[src/rtl/burst_coalescer_pkg.sv]
// Shared types and constants for the burst coalescer and its page-check helper.
package burst_coalescer_pkg;

    typedef enum logic [1:0] {
        IDLE  = 2'd0,
        ACCUM = 2'd1,
        EMIT  = 2'd2
    } state_t;

    localparam int AXI_MAX_LEN            = 255;
    localparam int DEFAULT_PAGE_BYTES_LOG = 12;

endpackage

[src/rtl/burst_coalescer_if.sv]
// Beat-address FIFO read side plus burst-address and burst-length FIFO write sides.
interface burst_coalescer_if #(
    parameter int AddrWidth     = 64,
    parameter int BurstLenWidth = 8
);
    logic [AddrWidth-1:0]               addr_dout;
    logic                               addr_empty_n;
    logic                               addr_read;
    logic [BurstLenWidth+AddrWidth-1:0] addr_din;
    logic                               addr_full_n;
    logic                               addr_write;
    logic [BurstLenWidth-1:0]           burst_len_din;
    logic                               burst_len_full_n;
    logic                               burst_len_write;

    modport master (
        output addr_dout, addr_empty_n, addr_full_n, burst_len_full_n,
        input  addr_read, addr_din, addr_write, burst_len_din, burst_len_write
    );

    modport slave (
        input  addr_dout, addr_empty_n, addr_full_n, burst_len_full_n,
        output addr_read, addr_din, addr_write, burst_len_din, burst_len_write
    );
endinterface

[src/rtl/burst_coalescer_page_check.sv]
// Contiguity and page-boundary test for the beat that would extend a pending burst.
module burst_page_check #(
    parameter int AddrWidth         = 64,
    parameter int DataWidthBytesLog = 6,
    parameter int BurstLenWidth     = 8,
    parameter int PageBytesLog      = 12
) (
    input  logic [AddrWidth-1:0]     base,
    input  logic [BurstLenWidth-1:0] len,
    input  logic [AddrWidth-1:0]     addr,
    input  logic                     addr_valid,
    output logic [AddrWidth-1:0]     next_addr,
    output logic                     contig,
    output logic                     page_ok
);

    logic [AddrWidth-1:0] beats_s;

    assign beats_s   = AddrWidth'(len) + AddrWidth'(1);
    assign next_addr = base + (beats_s << DataWidthBytesLog);
    assign contig    = addr_valid && (addr == next_addr);
    // Landing exactly on the boundary counts as leaving the page.
    assign page_ok   = (next_addr[AddrWidth-1:PageBytesLog] == base[AddrWidth-1:PageBytesLog]);

endmodule

[src/rtl/burst_coalescer.sv]
// Merges contiguous beat addresses into page-bounded INCR bursts, pushing
// {len, base} and len together, with saturating burst/beat statistics.
module burst_coalescer
    import burst_coalescer_pkg::*;
#(
    parameter int AddrWidth         = 64,
    parameter int DataWidthBytesLog = 6,
    parameter int WaitTimeWidth     = 4,
    parameter int BurstLenWidth     = 8,
    parameter int PageBytesLog      = DEFAULT_PAGE_BYTES_LOG,
    parameter int StatWidth         = 32
) (
    input  logic                      clk,
    input  logic                      rst,
    input  logic [WaitTimeWidth-1:0]  max_wait_time,
    input  logic [BurstLenWidth-1:0]  max_burst_len,
    input  logic                      flush,
    burst_coalescer_if.slave          bus,
    output logic                      idle,
    output logic [StatWidth-1:0]      num_bursts,
    output logic [StatWidth-1:0]      num_beats
);

    if (BurstLenWidth > $clog2(AXI_MAX_LEN + 1)) begin : g_len_width_check
        $error("BurstLenWidth exceeds the AXI length field");
    end

    state_t                   state_r;
    logic [AddrWidth-1:0]     base_r;
    logic [BurstLenWidth-1:0] len_r;
    logic [WaitTimeWidth-1:0] wait_r;

    // Only the write-path user of the checker needs the next address itself.
    logic [AddrWidth-1:0]     unused_next_addr_s;
    logic                     contig_s;
    logic                     page_ok_s;
    logic                     pop_s;
    logic                     push_s;
    logic                     extend_s;
    logic                     close_s;

    burst_page_check #(
        .AddrWidth         (AddrWidth),
        .DataWidthBytesLog (DataWidthBytesLog),
        .BurstLenWidth     (BurstLenWidth),
        .PageBytesLog      (PageBytesLog)
    ) u_page_check (
        .base       (base_r),
        .len        (len_r),
        .addr       (bus.addr_dout),
        .addr_valid (bus.addr_empty_n),
        .next_addr  (unused_next_addr_s),
        .contig     (contig_s),
        .page_ok    (page_ok_s)
    );

    // Per-state pop/push/extend/close decisions for the current cycle.
    always_comb begin
        pop_s    = 1'b0;
        push_s   = 1'b0;
        extend_s = 1'b0;
        close_s  = 1'b0;
        case (state_r)
            IDLE: begin
                pop_s = bus.addr_empty_n;
            end
            ACCUM: begin
                if (contig_s && page_ok_s && (len_r < max_burst_len) && !flush) begin
                    extend_s = 1'b1;
                    pop_s    = 1'b1;
                end else if (flush || bus.addr_empty_n || !page_ok_s ||
                             (len_r == max_burst_len) || (wait_r >= max_wait_time)) begin
                    close_s = 1'b1;
                end else begin
                    close_s = 1'b0;
                end
            end
            EMIT: begin
                // Both FIFOs must accept so the WLAST stream never drifts from the bursts.
                push_s = bus.addr_full_n && bus.burst_len_full_n;
                pop_s  = push_s && bus.addr_empty_n;
            end
            default: begin
                pop_s = 1'b0;
            end
        endcase
    end

    assign bus.addr_read       = pop_s && !rst;
    assign bus.addr_write      = push_s;
    assign bus.burst_len_write = push_s;
    assign bus.addr_din        = {len_r, base_r};
    assign bus.burst_len_din   = len_r;
    assign idle                = (state_r == IDLE);

    // Burst-building state machine; a push with a waiting beat starts the next burst at once.
    always_ff @(posedge clk or posedge rst) begin
        if (rst) begin
            state_r <= IDLE;
            base_r  <= {AddrWidth{1'b0}};
            len_r   <= {BurstLenWidth{1'b0}};
            wait_r  <= {WaitTimeWidth{1'b0}};
        end else begin
            case (state_r)
                IDLE: begin
                    if (pop_s) begin
                        base_r  <= bus.addr_dout;
                        len_r   <= {BurstLenWidth{1'b0}};
                        wait_r  <= {WaitTimeWidth{1'b0}};
                        state_r <= ACCUM;
                    end
                end
                ACCUM: begin
                    if (extend_s) begin
                        len_r  <= len_r + BurstLenWidth'(1);
                        wait_r <= {WaitTimeWidth{1'b0}};
                    end else if (close_s) begin
                        state_r <= EMIT;
                    end else if (wait_r != {WaitTimeWidth{1'b1}}) begin
                        wait_r <= wait_r + WaitTimeWidth'(1);
                    end
                end
                EMIT: begin
                    if (push_s) begin
                        if (bus.addr_empty_n) begin
                            base_r  <= bus.addr_dout;
                            len_r   <= {BurstLenWidth{1'b0}};
                            wait_r  <= {WaitTimeWidth{1'b0}};
                            state_r <= ACCUM;
                        end else begin
                            state_r <= IDLE;
                        end
                    end
                end
                default: begin
                    state_r <= IDLE;
                end
            endcase
        end
    end

    // Saturating statistics on pops and pushes.
    always_ff @(posedge clk or posedge rst) begin
        if (rst) begin
            num_beats  <= {StatWidth{1'b0}};
            num_bursts <= {StatWidth{1'b0}};
        end else begin
            if (bus.addr_read && (num_beats != {StatWidth{1'b1}})) begin
                num_beats <= num_beats + StatWidth'(1);
            end
            if (push_s && (num_bursts != {StatWidth{1'b1}})) begin
                num_bursts <= num_bursts + StatWidth'(1);
            end
        end
    end

endmodule

[src/flat_wrapper.sv]
// flat-port wrapper written by rule: the top's interface ports become plain ports
module burst_coalescer_flat import burst_coalescer_pkg::*;
#(
    parameter int AddrWidth         = 64,
    parameter int DataWidthBytesLog = 6,
    parameter int WaitTimeWidth     = 4,
    parameter int BurstLenWidth     = 8,
    parameter int PageBytesLog      = DEFAULT_PAGE_BYTES_LOG,
    parameter int StatWidth         = 32
)
  (clk, rst, max_wait_time, max_burst_len, flush, idle, num_bursts, num_beats, bus_addr_dout, bus_addr_empty_n, bus_addr_full_n, bus_burst_len_full_n, bus_addr_read, bus_addr_din, bus_addr_write, bus_burst_len_din, bus_burst_len_write);
  burst_coalescer_if #(.AddrWidth(AddrWidth), .BurstLenWidth(BurstLenWidth)) bus_i ();
  input  logic clk;
  input  logic rst;
  input  logic [WaitTimeWidth-1:0] max_wait_time;
  input  logic [BurstLenWidth-1:0] max_burst_len;
  input  logic flush;
  output logic idle;
  output logic [StatWidth-1:0] num_bursts;
  output logic [StatWidth-1:0] num_beats;
  input wire logic [$bits(bus_i.addr_dout)-1:0] bus_addr_dout;
  input wire logic [$bits(bus_i.addr_empty_n)-1:0] bus_addr_empty_n;
  input wire logic [$bits(bus_i.addr_full_n)-1:0] bus_addr_full_n;
  input wire logic [$bits(bus_i.burst_len_full_n)-1:0] bus_burst_len_full_n;
  output wire logic [$bits(bus_i.addr_read)-1:0] bus_addr_read;
  output wire logic [$bits(bus_i.addr_din)-1:0] bus_addr_din;
  output wire logic [$bits(bus_i.addr_write)-1:0] bus_addr_write;
  output wire logic [$bits(bus_i.burst_len_din)-1:0] bus_burst_len_din;
  output wire logic [$bits(bus_i.burst_len_write)-1:0] bus_burst_len_write;
  assign bus_i.addr_dout = bus_addr_dout;
  assign bus_i.addr_empty_n = bus_addr_empty_n;
  assign bus_i.addr_full_n = bus_addr_full_n;
  assign bus_i.burst_len_full_n = bus_burst_len_full_n;
  assign bus_addr_read = bus_i.addr_read;
  assign bus_addr_din = bus_i.addr_din;
  assign bus_addr_write = bus_i.addr_write;
  assign bus_burst_len_din = bus_i.burst_len_din;
  assign bus_burst_len_write = bus_i.burst_len_write;
  burst_coalescer #(.AddrWidth(AddrWidth), .DataWidthBytesLog(DataWidthBytesLog), .WaitTimeWidth(WaitTimeWidth), .BurstLenWidth(BurstLenWidth), .PageBytesLog(PageBytesLog), .StatWidth(StatWidth)) u_core (.clk(clk), .rst(rst), .max_wait_time(max_wait_time), .max_burst_len(max_burst_len), .flush(flush), .bus(bus_i), .idle(idle), .num_bursts(num_bursts), .num_beats(num_beats));
endmodule
[config.mk]
export PLATFORM = sky130hd
export DESIGN_NAME = burst_coalescer_flat
export DESIGN_NICKNAME = d
export VERILOG_FILES = /design/src/rtl/burst_coalescer_pkg.sv /design/src/rtl/burst_coalescer_if.sv /design/src/rtl/burst_coalescer_page_check.sv /design/src/rtl/burst_coalescer.sv /design/src/flat_wrapper.sv
export SDC_FILE = /design/constraint.sdc
export NUM_CORES = 1
export LEC_CHECK = 0
export ABC_AREA = 0
export BUFFER_PORTS_ARGS = -buffer_cell sky130_fd_sc_hd__buf_2
export CELL_PAD_IN_SITES_DETAIL_PLACEMENT = 1
export CELL_PAD_IN_SITES_GLOBAL_PLACEMENT = 2
export CORE_MARGIN = 3
export CORE_UTILIZATION = 34
export DETAILED_ROUTE_END_ITERATION = 10
export PLACE_DENSITY = 0.91
export SYNTH_ARGS = -nofsm -noshare
export SYNTH_HDL_FRONTEND = slang
export SYNTH_HIERARCHICAL = 1
export SYNTH_SLANG_ARGS = --single-unit
[constraint.sdc]
create_clock -name clk -period 7 [get_ports clk]
set_clock_uncertainty 0.15 [all_clocks]
set_input_delay 0.7 -clock clk [delete_from_list [all_inputs] [get_ports clk]]
set_output_delay 0.7 -clock clk [all_outputs]
set_load 0.1 [all_outputs]
After elaboration in Yosys (flattened, before gate mapping)
Index checks and enable logic that the tools add are counted.

storage, ports and cells
  register bits = 142
  bits of input ports = 82
  output and inout port bits = 148
  word-level logic and storage cells = 82

operators by class
  add/subtract/negate cells = 6
  $lt $le $gt $ge = 2
  eq/ne operators = 16
  muxes and demuxes = 29
  reductions and logical operators = 23

operators by type and width
  operator                 count
  $mux W64                 3
  $pmux W64 S2             1
  $add A32 B1 Y32 const B  2
  $add A64 B64 Y64         1
  $eq A64 B64 Y1           1
  $ne A32 B32 Y1 const B   2
  $eq A52 B52 Y1           1
  $mux W8                  4
  $mux W4                  6
  $pmux W8 S3              1
  $pmux W4 S3              1
  $add A8 B1 Y9 const B    1
  $logic_and A1 B1 Y1      9
  $add A8 B1 Y8 const B    1
  $eq A8 B8 Y1             1
  $lt A8 B8 Y1             1
  $mux W2                  4
  $ne A2 B1 Y1 const B     4
  $reduce_and A4 Y1        2
  $mux W1                  7
  $pmux W2 S3              1
  $reduce_and A6 Y1        1
  $reduce_and A5 Y1        1
  $add A4 B1 Y4 const B    1
  other kinds (13)         19

Longest topological paths before layout
  word-level depth = 13
  gate-level depth with buffers = 26
  gate-level depth less buffers = 21

Cells and area by module
The synthesis kept the hierarchy.

modules (own cells, without submodules)
  module            instances  cells an instance  area an instance (µm²)  sequential area each (µm²)
  burst_coalescer   1          571                6,633.9                 3,553.4
  burst_page_check  1          558                3,933.8                 0.0

Least setup slack after synthesis
No wires, ideal clock.

  path kind = register to output
  start point = register u_core.len_r[4] (netlist: u_core/bus.burst_len_din[4])
  end point = output bus_addr_read
  arrival time = 6.127 ns
  data required time = 6.150 ns
  setup slack = 0.023 ns
  cell stages (with the launch flop) = 25
  path buffers = 5
  path through = dfrtp_1 > and3_1 > nand3_1 > or2_2 > xnor2_1 > ha_1 > buf_2 > and3_1 > buf_2 > nand2_2 > a21o_1 > buf_2 > a2111oi_0 > xnor3_1 > o21ai_0 > nor4b_1 > nand4b_1 > nor4_2 > nand4bb_1 > a21oi_1 > o21ai_1 > o31a_1 > buf_2 > inv_1 > buf_2

between the ends
  cells in the longest elaborated chain, start to end = 10
  elaborated cells on any way between the ends = 12
  those cells by class = 2 x add/sub; 1 x order compare; 2 x eq/ne; 2 x mux; 5 x reduce/logical

RTL lines
  item                               line                              text
  start: declaration                 burst_coalescer.sv:30             logic [BurstLenWidth-1:0] len_r;
  start signal: assignment           burst_coalescer.sv:101            len_r <= {BurstLenWidth{1'b0}};
  start signal: assignment           burst_coalescer.sv:108            len_r <= {BurstLenWidth{1'b0}};
  start signal: assignment           burst_coalescer.sv:115            len_r <= len_r + BurstLenWidth'(1);
  $add A8 B1 Y9                      burst_coalescer_page_check.sv:19  assign beats_s = AddrWidth'(len) + AddrWidth'(1);
  $add A64 B64 Y64                   burst_coalescer_page_check.sv:20  assign next_addr = base + (beats_s << DataWidthBytesLog);
  $eq A64 B64 Y1                     burst_coalescer_page_check.sv:21  assign contig = addr_valid && (addr == next_addr);
  $logic_and A1 B1 Y1                burst_coalescer_page_check.sv:21
  named net u_core.contig_s          burst_coalescer.sv:35             logic contig_s;
  $logic_and A1 B1 Y1 (3 in series)  burst_coalescer.sv:68             if (contig_s && page_ok_s && (len_r < max_burst_len) && !flush) begin
  $mux W1                            burst_coalescer.sv:68
  $pmux W1 S3                        burst_coalescer.sv:63             case (state_r)
  $logic_and A1 B1 Y1                burst_coalescer.sv:89             assign bus.addr_read = pop_s && !rst;
  end: declaration                   flat_wrapper.sv:25                output wire logic [$bits(bus_i.addr_read)-1:0] bus_addr_read;

The timed path passes the listed nets, and every way through them passes these cells.

Worst setup path after layout
  start point = register u_core.len_r[1] (netlist: u_core/bus.burst_len_din[1])
  end point = output bus_addr_read

between the ends
  cells in the longest elaborated chain, start to end = 10
  elaborated cells on any way between the ends = 12
  those cells by class = 2 x add/sub; 1 x order compare; 2 x eq/ne; 2 x mux; 5 x reduce/logical

RTL lines
  item                                     line                              text
  $add A8 B1 Y9                            burst_coalescer_page_check.sv:19
  $add A64 B64 Y64                         burst_coalescer_page_check.sv:20
  named net u_core.unused_next_addr_s[43]  burst_coalescer.sv:34             logic [AddrWidth-1:0] unused_next_addr_s;
  $eq A64 B64 Y1                           burst_coalescer_page_check.sv:21
  $logic_and A1 B1 Y1                      burst_coalescer_page_check.sv:21
  named net u_core.contig_s                burst_coalescer.sv:35
  $logic_and A1 B1 Y1 (3 in series)        burst_coalescer.sv:68
  $mux W1                                  burst_coalescer.sv:68
  $pmux W1 S3                              burst_coalescer.sv:63
  $logic_and A1 B1 Y1                      burst_coalescer.sv:89

The timed path passes the listed nets, and every way through them passes these cells.

==> impl_results.md <==
- Grt total ovfl: 0
- Gr usage total: 22.3%
- Antenna Cells: 0
- Clk root buf: clkbuf_16
- Sequential share of power: 26.7%
- CP arrival: 5.73 ns
- Slew margin rel.: 32.1%
- RSZ-0062 raised after global routing: false
- Routed WL per cell: 21.5 microns
- CP Capture Type: output pin
- Max-capacitance violation count: 0
- Slowest library cell on the worst path: dfrtp_2
- Row cnt: 62
- Net Sw Frac: 59.7%
- Count of warnings emitted by yosys: 6
- Worst-skew pair later-pin latency: 0.43 ns
- Inst Count DP: 1644
- NetSw: 3.30 mW
- First-pass GRT wire length: 55800 microns
- Layout cell share with drive strength beyond 1: 29.7%
- CTS tree: yes
- # fillers: 3453
- Final Non-Filler Cells: 1676
- Delay-heaviest family, CP: simple AND/OR/NAND/NOR gates
- HP Class: in2async
- Synthesized area per cell: 9.41 sq um
- Setup Total Neg Slack: 0 ns
- R2r endpoint: u_core/num_beats[14]
- Vias in the first global route: 9764
- 1st-iter DRT viols: 517
- Hold Fails Final Rpt: 0
- Num ports: 230
- Core footprint: 29100 sq um
- Nets@finish: 1388
- Clock period minus worst slack: 6.58 ns
- CTS Sinks: 142
- Die Wd: 179 microns
- Buf/Inv on CP: 2
- Leakage: 5.42 nW
- Register clock-pin slew on the reported worst setup and hold paths: 0.08 ns
- Initial core utilization: 34.9%
- DR vias: 9564
- Worst-case clock buffer depth: 2
- GP Congestion: 0.948
- H-tree depth: 4
- CTS buffer count: 17
- Drt pass-1 iters: 7
- Post-DR vias/cell: 5.71
- Slew Limit Fails: 0
- Largest net degree at the start of global routing: 78
- Reg2reg start: u_core/bus.burst_len_din[1]
- Number of cells on the critical path: 20
- Syn Inst Count: 1079
- IR drop worst, VDD: 0.000317 V
- Critical path class: reg2out
- Die area: 32000 sq um
- Pint: 2.23 mW
- Clk pwr share: 16.5%
- Syn_nets: 1188
- Drt total wl: 36100 microns
- Combinational share of power: 56.8%
- CP cell instances: and3_1, nand3_1, or2_2, xnor2_1, ha_2, and3_1, nand2_2, a211o_4, a211oi_1, xor2_1, xor2_1, nor4b_2, nand4b_1, nor4_2, nand4bb_1, a21oi_1, o21ai_1, o31a_1, inv_1, buf_12
- Antenna Violating Nets Remaining: 0
- Final Setup Violations: 0
- Actual slew at the worst max-slew pin: 1.02 ns
- CP Max Fanout: 10
- Slowest stage delay, CP: 0.47 ns
- Reg2Reg Depth: 21
- Hold-fix buffers at CTS: 0
- Synthesized area: 10200 sq um
- Reg2reg setup slack: 0.85 ns
- Initial antenna violation count: 7
- Pwr Density: 455 nW/um^2
- Critical path launch point type: register
- Status: finished clean
- Area Overhead vs Synth: 19.8%
- Detailed-route DRC error count: 0
- Crit share post-route: 93.9%
- HPWL after DPL: 27700 microns
- Worst EP required: 6.15 ns
- Die H: 179 microns
- F_max: 152 MHz
- IO Port Bufs: 229
## worst register-to-register path: cells and delay by family (launching register included)
| kind | cells | cell delay [ns] |
|---|---|---|
| simple gates | 10 | 2.73 |
| flops | 1 | 0.47 |
| compound gates | 5 | 1.43 |
| xor+xnor | 4 | 0.62 |
| fa+ha+maj | 1 | 0.43 |
| buf+inv | 1 | 0.22 |
## worst max-delay path by stage
stage | startpoint | endpoint | slack [ns]
global route | u_core/bus.burst_len_din[1] | bus_addr_read | 0.009
detailed placement | u_core/bus.burst_len_din[1] | u_core/num_beats[14] | 0.53
finish | u_core/bus.burst_len_din[1] | bus_addr_read | 0.42
floorplan | u_core/bus.burst_len_din[4] | bus_addr_read | 0.26
CTS | u_core/bus.burst_len_din[1] | bus_addr_read | 0.05
global placement | u_core/bus.burst_len_din[1] | u_core/num_beats[14] | 0.70
## repair_timing
action                                  4_1_cts  5_1_grt
buffers inserted                              0        0
resized for setup                             0       13
endpoints found under the setup margin        0        1
## layer usage
layer	GRT usage (%)	share of wire (%)	routed length [microns]	vias to the layer above
met1	28.7	42	15200	4759
met3	5.63	7.5	2700	65
met2	36.8	48	17200	360
met4	7.18	2.3	841	14
li1	-	-	-	4366
met5	0	0.24	88	-
## area by class of cell
cell class	instances	area [sq um]	share of cell area, %
clock buffers	18	429	3.53
clock inverters	14	148	1.21
inverters	31	121	0.997
multi-input cells	846	6190	50.8
flip-flops and latches	142	3560	29.2
well taps	384	480	3.95
repair buffers	241	1250	10.3
## through the flow
stage	hold WS (ns)	power, mW	worst slack (ns)	cell area (sq um)	utilization [%]
6_report	0.232	5.54	0.424	12200	41.8
5_1_grt	0.273	5.79	0.00860	12200	41.8
4_1_cts	0.247	5.57	0.0509	12100	41.7
3_5_place_dp	0.330	4.63	0.531	11600	39.7
3_3_place_gp	0.329	4.58	0.702	11600	39.7
2_1_floorplan	0.367	3.96	0.260	10200	-
## registers in the layout (all words and copies together), names as in the netlist
signal	flops
u_core/state_r	2
u_core/wait_r	4
u_core/num_bursts	32
u_core/num_beats	32
u_core/base_r	64
u_core/bus.burst_len_din	8
## cell usage in the layout, fill, tap and decap left out, types with 22 or more instances in the layout
cell       n
and3_1    29
buf_2    228
dfrtp_1  140
ha_1      25
inv_1     30
mux2_2    67
nand2_1   75
nand3_1   81
nand4_1   46
nor2_1    50
nor3_1    41
nor4_1    30
o21ai_0   22
xnor2_1   69
xor2_1    74
## power by group through the flow
| stage | sequential, mW | clock, mW | combinational, mW |
|---|---|---|---|
| floorplan | 2.91 | 0 | 1.06 |
| finish | 1.48 | 0.913 | 3.15 |
| CTS | 1.48 | 0.944 | 3.14 |
| global placement | 1.48 | 0 | 3.10 |
| global route | 1.53 | 0.976 | 3.28 |
| detailed placement | 1.50 | 0 | 3.13 |
Note: power is estimated with default switching activity, not from simulation.
